### config.mk
export PLATFORM = sky130hd
export DESIGN_NAME = logic_unit_pipe
export DESIGN_NICKNAME = d
export VERILOG_FILES = /design/src/rtl/logic_unit_pipe.sv
export SDC_FILE = /design/constraint.sdc
export NUM_CORES = 1
export LEC_CHECK = 0
export ABC_AREA = 1
export BUFFER_PORTS_ARGS = -buffer_cell sky130_fd_sc_hd__buf_2
export CORE_MARGIN = 2
export CORE_UTILIZATION = 45
export CTS_CLUSTER_DIAMETER = 60
export DETAILED_ROUTE_END_ITERATION = 8
export HOLD_SLACK_MARGIN = 0.06
export PLACE_DENSITY = 0.67
export SYNTH_ARGS = -nofsm -noshare
export SYNTH_HDL_FRONTEND = slang
export SYNTH_SLANG_ARGS = --single-unit
### constraint.sdc
create_clock -name clk -period 2.38 [get_ports clk]
set_input_delay 0.476 -clock clk [delete_from_list [all_inputs] [get_ports clk]]
set_output_delay 0.476 -clock clk [all_outputs]
set_load 0.02 [all_outputs]
### src/rtl/logic_unit_pipe.sv
// logic_unit_pipe: registered WIDTH-bit bitwise logic unit with accumulate mode and valid/ready handshakes
module logic_unit_pipe #(
  parameter int WIDTH = 8
) (
  input  logic             clk,
  input  logic             rst_n,
  input  logic             in_valid,
  output logic             in_ready,
  input  logic [WIDTH-1:0] A,
  input  logic [WIDTH-1:0] B,
  input  logic [2:0]       op,
  input  logic             acc_en,
  input  logic             acc_clr,
  output logic             out_valid,
  input  logic             out_ready,
  output logic [WIDTH-1:0] Y,
  output logic             Y_all,
  output logic             Y_any
);
  logic             valid_q, valid_d, all_q, all_d, any_q, any_d, fire;
  logic [WIDTH-1:0] y_q, y_d, acc_q, acc_d, l, res;
  assign in_ready = !valid_q || out_ready;
  assign fire = in_valid && in_ready;
  always_comb begin
    l = (acc_en && !acc_clr) ? acc_q : A;
    res = op == 3'd0 ? l & B :
          op == 3'd1 ? l | B :
          op == 3'd2 ? l ^ B :
          op == 3'd3 ? ~(l & B) :
          op == 3'd4 ? ~(l | B) :
          op == 3'd5 ? ~(l ^ B) :
          op == 3'd6 ? ~l : l;
    valid_d = fire || (valid_q && !out_ready);
    y_d = fire ? res : y_q;
    all_d = fire ? &res : all_q;
    any_d = fire ? |res : any_q;
    acc_d = (fire && acc_en) ? res : acc_q;
  end
  always_ff @(posedge clk or negedge rst_n) begin
    if (!rst_n) begin
      valid_q <= 1'b0;
      y_q <= '0;
      all_q <= 1'b0;
      any_q <= 1'b0;
      acc_q <= '0;
    end else begin
      valid_q <= valid_d;
      y_q <= y_d;
      all_q <= all_d;
      any_q <= any_d;
      acc_q <= acc_d;
    end
  end
  assign out_valid = valid_q;
  assign Y = y_q;
  assign Y_all = all_q;
  assign Y_any = any_q;
endmodule

* Yosys cells after proc, flatten, opt, wreduce, memory -nomap -nowiden *
Cells that the tools add are included.

word-level totals
  register bits after elaboration = 19
  output and inout bits = 12

operators by class
  eq/ne operators = 6
  multiplexer cells = 8
  bitwise logic cells = 7
  reduce and logical (&&, ||, !) cells = 12

operators with widths
  kind                                                                   number
  8-bit 2-to-1 mux                                                       8
  8-bit inverter                                                         4
  3-bit equality test, second input constant                             3
  8-bit AND                                                              1
  8-bit bitwise OR                                                       1
  8-bit AND reduction                                                    1
  8-bit OR reduction                                                     1
  8-bit bitwise XOR                                                      1
  3-bit by 2-bit equality test with 1-bit output, second input constant  2
  1-bit logical AND                                                      4
  3-bit by 1-bit equality test with 1-bit output, second input constant  1
  1-bit zero test                                                        3
  3-bit zero test                                                        1
  1-bit logical OR                                                       2

* Depth between registers and ports, before layout *
Gate-level depths: netlist (run 1).

  depth after elaboration = 12
  mapped depth = 19
  gate-level depth less buffers = 18

* Worst setup path before layout (run 1) *
Ideal clock, no wire load.

  path kind = input to register
  from = input acc_en
  to = register any_q, in the netlist Y_any
  arrival time = 2.057 ns
  data required time = 2.263 ns
  setup slack = 0.206 ns
  stages on the path = 16
  buffers on the path = 2
  cells stage by stage = buf_2 nand2_1 buf_2 nand2_1 nand2_1 inv_2 ha_1 a21oi_1 nand2_1 nand2_1 nand2_1 nand2_1 a21oi_1 nand3_1 nor2_1 nor2_1

on the way
  longest elaborated chain between the ends = 11
  elaborated cells on any way between the ends = 17
  classes of those cells = 8 x mux; 7 x bitwise; 2 x reduce/logical

RTL lines
  what                                                        line        text
  start: declaration                                          12          input logic acc_en,
  1-bit logical AND (*)                                       25          l = (acc_en && !acc_clr) ? acc_q : A;
  8-bit 2-to-1 mux (*)                                        25
  8-bit inverter / 8-bit bitwise XOR (equally long branches)  32, 28, 31
  8-bit 2-to-1 mux / 8-bit inverter (equally long branches)   32, 31
  8-bit 2-to-1 mux                                            31          op == 3'd5 ? ~(l ^ B) :
  8-bit 2-to-1 mux                                            30          op == 3'd4 ? ~(l | B) :
  8-bit 2-to-1 mux                                            29          op == 3'd3 ? ~(l & B) :
  8-bit 2-to-1 mux                                            28          op == 3'd2 ? l ^ B :
  8-bit 2-to-1 mux                                            27          op == 3'd1 ? l | B :
  8-bit 2-to-1 mux (*)                                        26          res = op == 3'd0 ? l & B :
  8-bit OR reduction (*)                                      36          any_d = fire ? |res : any_q;
  end signal: assignment                                      50          any_q <= any_d;
  end: declaration                                            20          logic valid_q, valid_d, all_q, all_d, any_q, any_d, fire;

Mark *: on every way between the ends. The rest lies on a longest branch, timed or not.
A chain may end at the register's enable or synchronous reset.

* Final worst setup path (run 1) *
  from = input acc_clr
  to = register any_q, in the netlist Y_any

on the way
  longest elaborated chain between the ends = 12
  elaborated cells on any way between the ends = 18
  classes of those cells = 8 x mux; 7 x bitwise; 3 x reduce/logical

RTL lines
  what                                                        line        text
  start: declaration                                          13          input logic acc_clr,
  1-bit zero test (*)                                         25
  1-bit logical AND (*)                                       25
  8-bit 2-to-1 mux (*)                                        25
  8-bit inverter / 8-bit bitwise XOR (equally long branches)  32, 28, 31
  8-bit 2-to-1 mux / 8-bit inverter (equally long branches)   32, 31
  8-bit 2-to-1 mux                                            31
  8-bit 2-to-1 mux                                            30
  8-bit 2-to-1 mux                                            29
  8-bit 2-to-1 mux                                            28
  8-bit 2-to-1 mux                                            27
  8-bit 2-to-1 mux (*)                                        26
  8-bit OR reduction (*)                                      36

Marked as above.

==> metrics.cfg, run 1 <==
[placed_design]
port_buffers = 36
dpl.hpwl_um = 3740
dp_cells = 395
place.gp.congestion = 0.891
place_area_um2 = 2160

[yosys]
synth.top_cell.area_share = 0.261
synth_top_area_cell = dfrtp_1
synth-edff-count = 0
ys_top_cells_by_area = dfrtp_1 26%, nand2_1 22%, inv_1 7.4%, nand3_1 7.1%, o21ai_0 6.0%
synth-main-ff-cell = dfrtp_1
yosys_warnings = 0
post_synth_num_cell_types = 25
ys_ff_latch = 19
syn_avg_cell_area_um2 = 6.09
syn_nets = 332
syn_inst = 299
async_reset_ff_frac = 1.00
seq_area_frac_synth = 0.261
synth.cell_area_um2 = 1820

[timing]
period_minus_slack_ns = 2.12
tightest_slew_ns = 0.524
fin_setup_tns_ns = 0
fin_crit_sh = 0.889
clock_skew_ns = 0.000866
max_slew_margin = 0.649
report.final.slew_viol_count = 0
setup_viol = 0
clock.fmax_mhz = 473
rsz0062_at_grt = false
hold_viol = 0

[setup_path]
cpMostUsedCell = nand2_1
worstSetupPathType = in -> reg
endpoint_kind = register
cp_slowest_stage_delay_ns = 0.28
path_cells = buf_2 -> inv_2 -> nand2_1 -> buf_4 -> nand2_1 -> nand2_1 -> ha_1 -> inv_1 -> a21oi_1 -> nand2_1 -> nand2_1 -> nand2_1 -> a21oi_2 -> nand2_1 -> nor2_1 -> nand3_1 -> nor2_1 -> nor2_1
cp-start-kind = input pin
crit_required_ns = 2.53
cp_slowest_cell = ha_1
arrival_ns = 2.27
cp_max_fo = 7

[clocking]
cts_resized = 0
cts_buffers = 3
clock_sinks = 19
clk_pin_slew_ns = 0.07
clk_latency_ns = 0.25
holdBufCountCts = 0
cts_tree = done
cts-root-buf = clkbuf_8
ctsHtreeMaxLevel = 1
post_cts_buffers = 0
cts_buffer_depth = 2

[grt]
grt_max_degree = 20
grt_pass1_vias = 1844
grt_first_pass_wirelength_um = 8100
track_usage = 0.231
antenna_found_initial = 0
grt.overflow.total = 0

[die]
core_um2 = 3940
die_w_um = 67.6
die_h_um = 67.6
rows = 23
io_pins = 37
dieArea_um2 = 4570
start_util = 0.462

[routing]
vias_per_cell = 4.97
dr_total_vias = 1983
wl_um = 4870
ant_nets = 0
drt_iter0_drc = 203
wire_per_inst_um = 12.2
dr.pass1.iters = 5
drc_errors = 0

[power]
p_per_area_nw_per_um2 = 500
p_leak_nw = 1.21
ir_drop_mv = 0.353

[cells_and_area]
area_growth_pct = 20.9
drive_gt1_frac = 0.226
instances_no_fill = 399
diodes = 0
final_nets = 383
design_area_um2 = 2200

[flow_run]
maxCapViolations = 0

[min_path]
hp-class = in -> async

[run_status]
status = complete, no violations

[worst paths after layout]
kind | slack [ns] | cells after the start | to | startpoint
max in group asynchronous | 1.92 | 1 | Y[7] | rst_n
min | 0.16 | 1 | Y[3] | rst_n
min in group clk | 0.42 | 3 | out_valid | in_valid
max reg2reg | 0.44 | 14 | Y_any | acc_q[7]
min reg2reg | 0.48 | 2 | Y[1] | Y[1]
max | 0.26 | 18 | Y_any | acc_clr
[sequential cells by signal, indices dropped and copies added (netlist names)]
register	cells
out_valid	1
acc_q	8
Y_any	1
Y_all	1
Y	8
[metrics by stage]
step                      setup WS (ns)  total power, mW   util  hold WS (ns)
final                             0.264             1.10  0.558         0.158
after floorplan                   0.206            0.726      -         0.180
after global routing            0.00673             1.20  0.558         0.182
after detailed placement        0.00200            0.885  0.547         0.436
after CTS                         0.251             1.11  0.558         0.161
after global placement           0.0486            0.880  0.547         0.433
[layout by cell type, fill, tap and decap left out]
master    Yosys  layout
nand3_1      26      26
a31oi_1       2       2
a21oi_1      21      21
nor2_1       17      17
ha_1          8       8
o21ai_0      22      22
buf_4         0      16
o21ai_1       2       2
mux2_2        2       2
clkbuf_8      0       3
o31ai_1       2       2
nor3_4        1       1
nand2_2       1       1
mux2i_1       1       1
dfrtp_1      19      19
buf_2         4      36
nand3_2       1       1
nand2_1     105     105
o21a_1        2       2
a21oi_2       2       2
a21boi_0      1       1
nand3b_1      5       5
clkbuf_1      2       1
nor2_2        5       5
inv_1        36      36
nor2_4        3       3
inv_2         9       9
[kinds of logic after synthesis]
family	after synthesis	share of synthesized area
simple gates	164	0.397
compound gates	54	0.161
fa+ha+maj	8	0.0550
buf+inv	51	0.108
flops	19	0.261
mux	3	0.0179
[cells in the mapped netlist, drive strengths merged (2+ instances only)]
library cell and number:
nand2 106, nand3 27, o21ai 24, inv 45
dfrtp 19, ha 8, buf 4, a31oi 2
mux2 2, clkbuf 2, a21oi 23, nand3b 5
o21a 2, nor2 25, o31ai 2
[metal layers]
metal,GRT usage,vias up,share of wire
met1,0.323,882,0.49
met3,0.0417,0,0.039
met5,0,-,0
met4,0.0306,0,0
li1,-,1057,-
met2,0.377,44,0.47
[layout make-up]
class / count / area [µm²]
Fill cell: 416 / 1740
Inverter: 45 / 169
Multi-Input combinational cell: 229 / 1150
Tap cell: 50 / 62.6
Sequential cell: 19 / 475
Timing Repair Buffer: 52 / 300
Clock buffer: 4 / 45.0
[worst max-delay path: cells and delay by family]
family                   cells  cell delay [ns]
AO/OA/AOI/OAI                2             0.30
adder cells (fa/ha/maj)      1             0.28
AND/OR/NAND/NOR             11             0.81
buffers and inverters        4             0.38
[where the power goes]
group / total, mW / switching, mW / internal (mW)
clock: 0.221 / 0.102 / 0.119
combinational: 0.466 / 0.288 / 0.178
sequential: 0.414 / 0.0297 / 0.384
(Power assumes the default switching activity.)
==> inputs of run 2 (changes only) <==
--- a/config.mk
+++ b/config.mk
@@ -12,7 +12,7 @@
 export CTS_CLUSTER_DIAMETER = 60
 export DETAILED_ROUTE_END_ITERATION = 8
 export HOLD_SLACK_MARGIN = 0.06
-export PLACE_DENSITY = 0.67
+export PLACE_DENSITY = 0.7
 export SYNTH_ARGS = -nofsm -noshare
 export SYNTH_HDL_FRONTEND = slang
 export SYNTH_SLANG_ARGS = --single-unit
==> constraint.sdc (replaced) <==
create_clock -name clk -period 1.9 [get_ports clk]
set_input_delay 0.095 -clock clk [delete_from_list [all_inputs] [get_ports clk]]
set_output_delay 0.095 -clock clk [all_outputs]
set_load 0.02 [all_outputs]
==> run 2 against run 1 <==
Worst setup slack lost 0.24 ns. Wire length grew 10%. Clock power grew 26%. Largest cell class unchanged. Total power grew 41%.
==> metrics.cfg, run 2 (same netlist as run 1, synthesis figures left out) <==
[timing]
period_minus_slack_ns = 1.88
rsz0062_at_grt = true  ; was false
clock.fmax_mhz = 533
setup_viol = 0  ; unchanged
clock_skew_ns = 0.00490  ; was 0.000866 ns
hold_viol = 0  ; unchanged
fin_crit_sh = 0.987
report.final.slew_viol_count = 0  ; unchanged
tightest_slew_ns = 0.420  ; was 0.524 ns
max_slew_margin = 0.720  ; was 0.649
holdWs_ns = 0.115  ; was 0.158 ns

[run_status]
status = complete, no violations  ; unchanged

[cells_and_area]
final_util = 0.651  ; was 0.558
area_growth_pct = 41.0  ; was 20.9%
final_common_cell = nand2_1  ; unchanged
drive_gt1_frac = 0.373  ; was 0.226
final_cell_mix = 93 x nand2_1, 40 x buf_4, 36 x buf_2  ; was 105 x nand2_1, 36 x inv_1, 36 x buf_2
fill_cells = 359  ; was 416
final_nets = 409  ; was 383
diodes = 0  ; unchanged

[routing]
vias_per_cell = 5.04  ; was 4.97
drc_errors = 0  ; unchanged
wire_per_inst_um = 12.6  ; was 12.2 µm
ant_nets = 0  ; unchanged
dr_total_vias = 2142  ; was 1983
wl_um = 5370  ; was 4870 µm
dr.pass1.iters = 4  ; was 5
drt_iter0_drc = 113  ; was 203

[power]
ir_drop_mv = 0.516  ; was 0.353 mV
p_per_area_nw_per_um2 = 604  ; was 500 nW/µm²
p_leak_nw = 1.34  ; was 1.21 nW

[min_path]
hp-class = in -> reg  ; was in -> async

[die]
rows = 23  ; unchanged
dieArea_um2 = 4570  ; unchanged
start_util = 0.462  ; unchanged
die_h_um = 67.6  ; unchanged
io_pins = 37  ; unchanged
die_w_um = 67.6  ; unchanged
core_um2 = 3940  ; unchanged

[setup_path]
arrival_ns = 2.03  ; was 2.27 ns
cp-start-kind = register  ; was input pin
crit_required_ns = 2.05  ; was 2.53 ns
endpoint_kind = register  ; unchanged
cpMostUsedCell = nand2_1  ; unchanged
worstSetupPathType = reg -> reg  ; was in -> reg
cp_slowest_cell = dfrtp_1  ; was ha_1
cp_max_fo = 2  ; was 7
path_cells = nand3_2 -> nand2_2 -> ha_4 -> inv_2 -> a21oi_2 -> nand2_1 -> nand2_1 -> nand2_2 -> a21oi_2 -> nand2_1 -> nor2_2 -> nand3_2 -> nor2_1 -> nor2_1  ; was buf_2 -> inv_2 -> nand2_1 -> buf_4 -> nand2_1 -> nand2_1 -> ha_1 -> inv_1 -> a21oi_1 -> nand2_1 -> nand2_1 -> nand2_1 -> a21oi_2 -> nand2_1 -> nor2_1 -> nand3_1 -> nor2_1 -> nor2_1
cp_slowest_stage_delay_ns = 0.39  ; was 0.28 ns

[placed_design]
dpl.hpwl_um = 3940  ; was 3740 µm
port_buffers = 36  ; unchanged
place.gp.congestion = 0.884  ; was 0.891

[clocking]
cts_tree = done  ; unchanged
cts_buffers = 3  ; unchanged
clk_pin_slew_ns = 0.07  ; about the same
cts_buffer_depth = 2  ; unchanged
ctsHtreeMaxLevel = 1  ; unchanged
clock_sinks = 19  ; unchanged
cts-root-buf = clkbuf_8  ; unchanged
clk_latency_ns = 0.26  ; was 0.25 ns

[grt]
grt_first_pass_wirelength_um = 8140  ; was 8100 µm
antenna_found_initial = 0  ; unchanged
grt.overflow.total = 0  ; unchanged
grt_max_degree = 20  ; unchanged
grt_pass1_vias = 1797  ; was 1844
track_usage = 0.230  ; was 0.231

[flow_run]
maxCapViolations = 0  ; unchanged

==> run 2: cell count changes in the layout (fill, tap and decap cells not counted), sizes merged <==
cell         delta
dlygate4sd3     +2
buf            +24
==> run 2: final timing paths <==
| check | cells past startpoint | endpoint | slack, ns | start |
|---|---|---|---|---|
| min reg2reg | 2 | Y[1] | 0.48 | Y[1] |
| min in group asynchronous | 2 | Y[4] | 0.30 | rst_n |
| max | 14 | Y_any | 0.02 | acc_q[0] |
| max reg2reg | 14 | Y_any | 0.02 | acc_q[0] |
| min | 4 | out_valid | 0.12 | out_ready |
| max in group asynchronous | 2 | acc_q[0] | 1.30 | rst_n |
==> run 2: metal layers <==
| metal | part of all wire | global-route usage |
|---|---|---|
| met1 | 0.45 | 0.335 |
| met5 | 0 | 0 |
| met2 | 0.50 | 0.368 |
| met3 | 0.052 | 0.0300 |
| met4 | 0.0032 | 0.0306 |
==> run 2: area by class of cell <==
class | count | area (µm²) | share of cell area
Timing Repair Buffer | 78 | 500 | 0.195
Inverter | 45 | 169 | 0.0658
Multi-Input combinational cell | 229 | 1310 | 0.512
Sequential cell | 19 | 475 | 0.185
Tap cell | 50 | 62.6 | 0.0244
Clock buffer | 4 | 45.0 | 0.0176
==> run 2: what timing repair did <==
action / 4_1_cts / 5_1_grt
resized for setup: 3 / 37
pin swaps: 1 / 31
hold buffers: 2 / 0
endpoints found under the hold margin: 20 / 0
buffers inserted: 0 / 7
endpoints found under the setup margin: 4 / 9
==> run 2: where the power goes <==
part	switching (mW)	internal (mW)	leakage (nW)	total, mW
clock network	0.130	0.149	0.0228	0.279
logic	0.424	0.321	1.09	0.745
registers	0.0430	0.482	0.226	0.525
total	0.597	0.952	1.34	1.55
==> run 2: critical path: cells and delay by family (launching register included) <==
family	cells	cell delay (ns)
and+or+nand+nor	10	0.79
DFF	1	0.39
AOI/OAI and AO/OA	2	0.28
adders and majority gates	1	0.27
buffers and inverters	1	0.04
==> run 2: per-stage QoR <==
step / instances / instance area [µm²] / setup slack (ns) / power (mW) / setup TNS (ns)
6_report: 425 / 2570 / 0.0242 / 1.55 / 0
5_1_grt: 425 / 2570 / -0.0397 / 1.66 / -0.0477
4_1_cts: 418 / 2360 / 0.00229 / 1.46 / 0
3_5_place_dp: 412 / 2280 / -0.139 / 1.16 / -0.373
3_3_place_gp: 412 / 2280 / -0.109 / 1.15 / -0.219
2_1_floorplan: 299 / 1820 / 0.107 / 0.909 / 0
==> inputs of run 3 (changes only) <==
--- a/config.mk
+++ b/config.mk
@@ -7,6 +7,7 @@
 export LEC_CHECK = 0
 export ABC_AREA = 1
 export BUFFER_PORTS_ARGS = -buffer_cell sky130_fd_sc_hd__buf_2
+export CORE_ASPECT_RATIO = 0.75
 export CORE_MARGIN = 2
 export CORE_UTILIZATION = 45
 export CTS_CLUSTER_DIAMETER = 60
==> run 3 against run 2 <==
Die area rose by 0.12%. Combinational power grew 2%. Largest cell class unchanged. Wire length up 1.2%. Sequential share of layout area decreased by 0.29 points. Highest routed layer unchanged. First-iteration DRC count increased by 7.1%. Sequential power about the same. Final area grew 1.6%. Via count increased by 3.7%. Worst hold slack improved by 0.010 ns. Utilization up 3.9 points. Register-to-register slack improved by 0.03 ns. Total power grew 0.41%.
==> metrics.cfg, run 3 (same netlist as run 1, synthesis figures left out) <==
[min_path]
whs_path_depth = 4  ; unchanged
hold-path-endpoint = out_valid  ; unchanged
hp-class = in -> reg  ; unchanged
hp-start = out_ready  ; unchanged

[setup_path]
arrival_ns = 2.00  ; was 2.03 ns
r2r-end = Y_any  ; unchanged
r2r_slack_ns = 0.05  ; was 0.02 ns
cp_slowest_stage_delay_ns = 0.38  ; was 0.39 ns
path_cells = nand3_1 -> nand2_2 -> ha_4 -> a21oi_1 -> nand2_1 -> nand2_1 -> nand2_1 -> nand2_1 -> nand2_1 -> nand2_2 -> nor2_4 -> nand3_2 -> nor2_2 -> nor2_1  ; was nand3_2 -> nand2_2 -> ha_4 -> inv_2 -> a21oi_2 -> nand2_1 -> nand2_1 -> nand2_2 -> a21oi_2 -> nand2_1 -> nor2_2 -> nand3_2 -> nor2_1 -> nor2_1
worstSetupPathType = reg -> reg  ; unchanged
cp-start-kind = register  ; unchanged
cp_slowest_cell = dfrtp_1  ; unchanged
cpMostUsedCell = nand2_1  ; unchanged
worstRegToRegCells = 14  ; unchanged
reg2reg_from = acc_q[5]  ; was acc_q[0]
endpoint_kind = register  ; unchanged
crit_required_ns = 2.05  ; about the same
cp_max_fo = 3  ; was 2

[power]
power.internal_uw = 961  ; was 952 µW
p_leak_nw = 1.37  ; was 1.34 nW
swShare = 0.382  ; was 0.385
p_per_area_nw_per_um2 = 596  ; was 604 nW/µm²
clkPwrFrac = 0.174  ; was 0.180
share_seq_of_total_power = 0.336  ; was 0.339
netSwitchingPower_uw = 595  ; was 597 µW
pwr-share-comb = 0.491  ; was 0.481
ir_drop_mv = 0.496  ; was 0.516 mV

[timing]
max_slew_margin = 0.657  ; was 0.720
setup_viol = 0  ; unchanged
rsz0062_at_grt = true  ; unchanged
setup_ws_ns = 0.0514  ; was 0.0242 ns
holdWs_ns = 0.126  ; was 0.115 ns
fin_crit_sh = 0.973  ; was 0.987
hold_viol = 0  ; unchanged
report.final.slew_viol_count = 0  ; unchanged
clock_skew_ns = 0.00170  ; was 0.00490 ns
period_minus_slack_ns = 1.85  ; was 1.88 ns
clock.fmax_mhz = 541  ; was 533 MHz
fin_setup_tns_ns = 0  ; unchanged
tightest_slew_ns = 0.514  ; was 0.420 ns

[cells_and_area]
design_area_um2 = 2610  ; was 2570 µm²
final_cell_mix = 93 x nand2_1, 44 x buf_4, 36 x buf_2  ; was 93 x nand2_1, 40 x buf_4, 36 x buf_2
final_util = 0.690  ; was 0.651
regArea_um2 = 475  ; unchanged
final_common_cell = nand2_1  ; unchanged
diodes = 0  ; unchanged
final_nets = 413  ; was 409
multi_input_area_um2 = 1320  ; was 1310 µm²
drive_gt1_frac = 0.375  ; was 0.373
fill_cells = 346  ; was 359
area_growth_pct = 43.2  ; was 41.0%

[clocking]
ctsHtreeMaxLevel = 1  ; unchanged
cts_tree = done  ; unchanged
clock_sinks = 19  ; unchanged
cts_buffers = 3  ; unchanged
clk_latency_ns = 0.25  ; was 0.26 ns
cts-root-buf = clkbuf_8  ; unchanged
cts_buffer_depth = 2  ; unchanged
clk_pin_slew_ns = 0.07  ; about the same

[grt]
grt_first_pass_wirelength_um = 8690  ; was 8140 µm
grt_pass1_vias = 1961  ; was 1797
top_usage_layer = met2  ; unchanged
gr-usage-met3 = 0.0335  ; was 0.0300
grt_util_met1 = 0.343  ; was 0.335
track_usage = 0.237  ; was 0.230
grt.overflow.total = 0  ; unchanged
antenna_found_initial = 0  ; unchanged
grtUsageMet2 = 0.385  ; was 0.368
grt_max_degree = 20  ; unchanged

[run_status]
status = complete, no violations  ; unchanged

[die]
die_w_um = 77.4  ; was 67.6 µm
die_h_um = 59.1  ; was 67.6 µm
rows = 19  ; was 23
start_util = 0.482  ; was 0.462
dieArea_um2 = 4580  ; was 4570 µm²
io_pins = 37  ; unchanged
core_um2 = 3780  ; was 3940 µm²

[placed_design]
port_buffers = 36  ; unchanged
place_area_um2 = 2310  ; was 2280 µm²
place.gp.congestion = 0.908  ; was 0.884
dpl.hpwl_um = 4100  ; was 3940 µm
place_ws_ns = -0.108  ; was -0.139 ns

[flow_run]
maxCapViolations = 0  ; unchanged

[routing]
drc_errors = 0  ; unchanged
dr_total_vias = 2221  ; was 2142
ant_nets = 0  ; unchanged
dr.pass1.iters = 5  ; was 4
wl_um = 5440  ; was 5370 µm
drt_iter0_drc = 121  ; was 113
wire_per_inst_um = 12.6  ; about the same
vias_per_cell = 5.15  ; was 5.04

[run 3: cell count changes in the layout (fill, tap and decap cells not counted), sizes merged]
cell,change
buf,+4
[run 3: stage by stage]
stage          total power, mW  std cells
3_3_place_gp              1.15        417
6_report                  1.56        431
5_1_grt                   1.68        431
4_1_cts                   1.48        427
2_1_floorplan            0.909        299
3_5_place_dp              1.16        417
[run 3: routing by layer]
metal | up-vias | share of wire
met3 | 6 | 0.076
met2 | 83 | 0.46
met4 | 0 | 0.0068
met5 | - | 0
met1 | 1010 | 0.46
li1 | 1122 | -
[run 3: worst max-delay path by stage]
stage                         from  endpoint  slack, ns  cells after the start
after global routing      acc_q[0]     Y_any      -0.06                     14
after detailed placement   acc_clr     Y_any      -0.11                     18
after global placement     acc_clr     Y_any       -0.1                     18
after CTS                 acc_q[0]     Y_any      0.003                     14
after floorplan             acc_en     Y_any       0.11                     16
final                     acc_q[5]     Y_any       0.05                     14
[run 3: power by group through the flow]
stage / logic, mW / registers, mW / clock network, mW
after global placement: 0.631 / 0.524 / 0
after floorplan: 0.344 / 0.565 / 0
final: 0.763 / 0.522 / 0.270
after CTS: 0.674 / 0.520 / 0.281
after global routing: 0.847 / 0.531 / 0.302
after detailed placement: 0.637 / 0.526 / 0
[run 3: timing repair]
item / 4_1_cts / 5_1_grt
endpoints found under the setup margin: 1 / 11
hold endpoints to repair: 20 / 0
resized for setup: 7 / 35
hold buffers: 2 / 0
pin swaps: 6 / 21
buffers inserted: 4 / 4
[run 3: critical path: cells and delay by family (launching register included)]
family                     cells  cell delay [ns]
and+or+nand+nor               12             1.05
DFF                            1             0.38
adders and majority gates      1             0.27
AOI/OAI and AO/OA              1             0.05
[run 3: area by class of cell]
class,instances,share of cell area
multi-input combinational,229,0.507
timing repair buffer,82,0.203
sequential,19,0.182
inverter,45,0.0648
tap,52,0.0250
clock buffer,4,0.0173
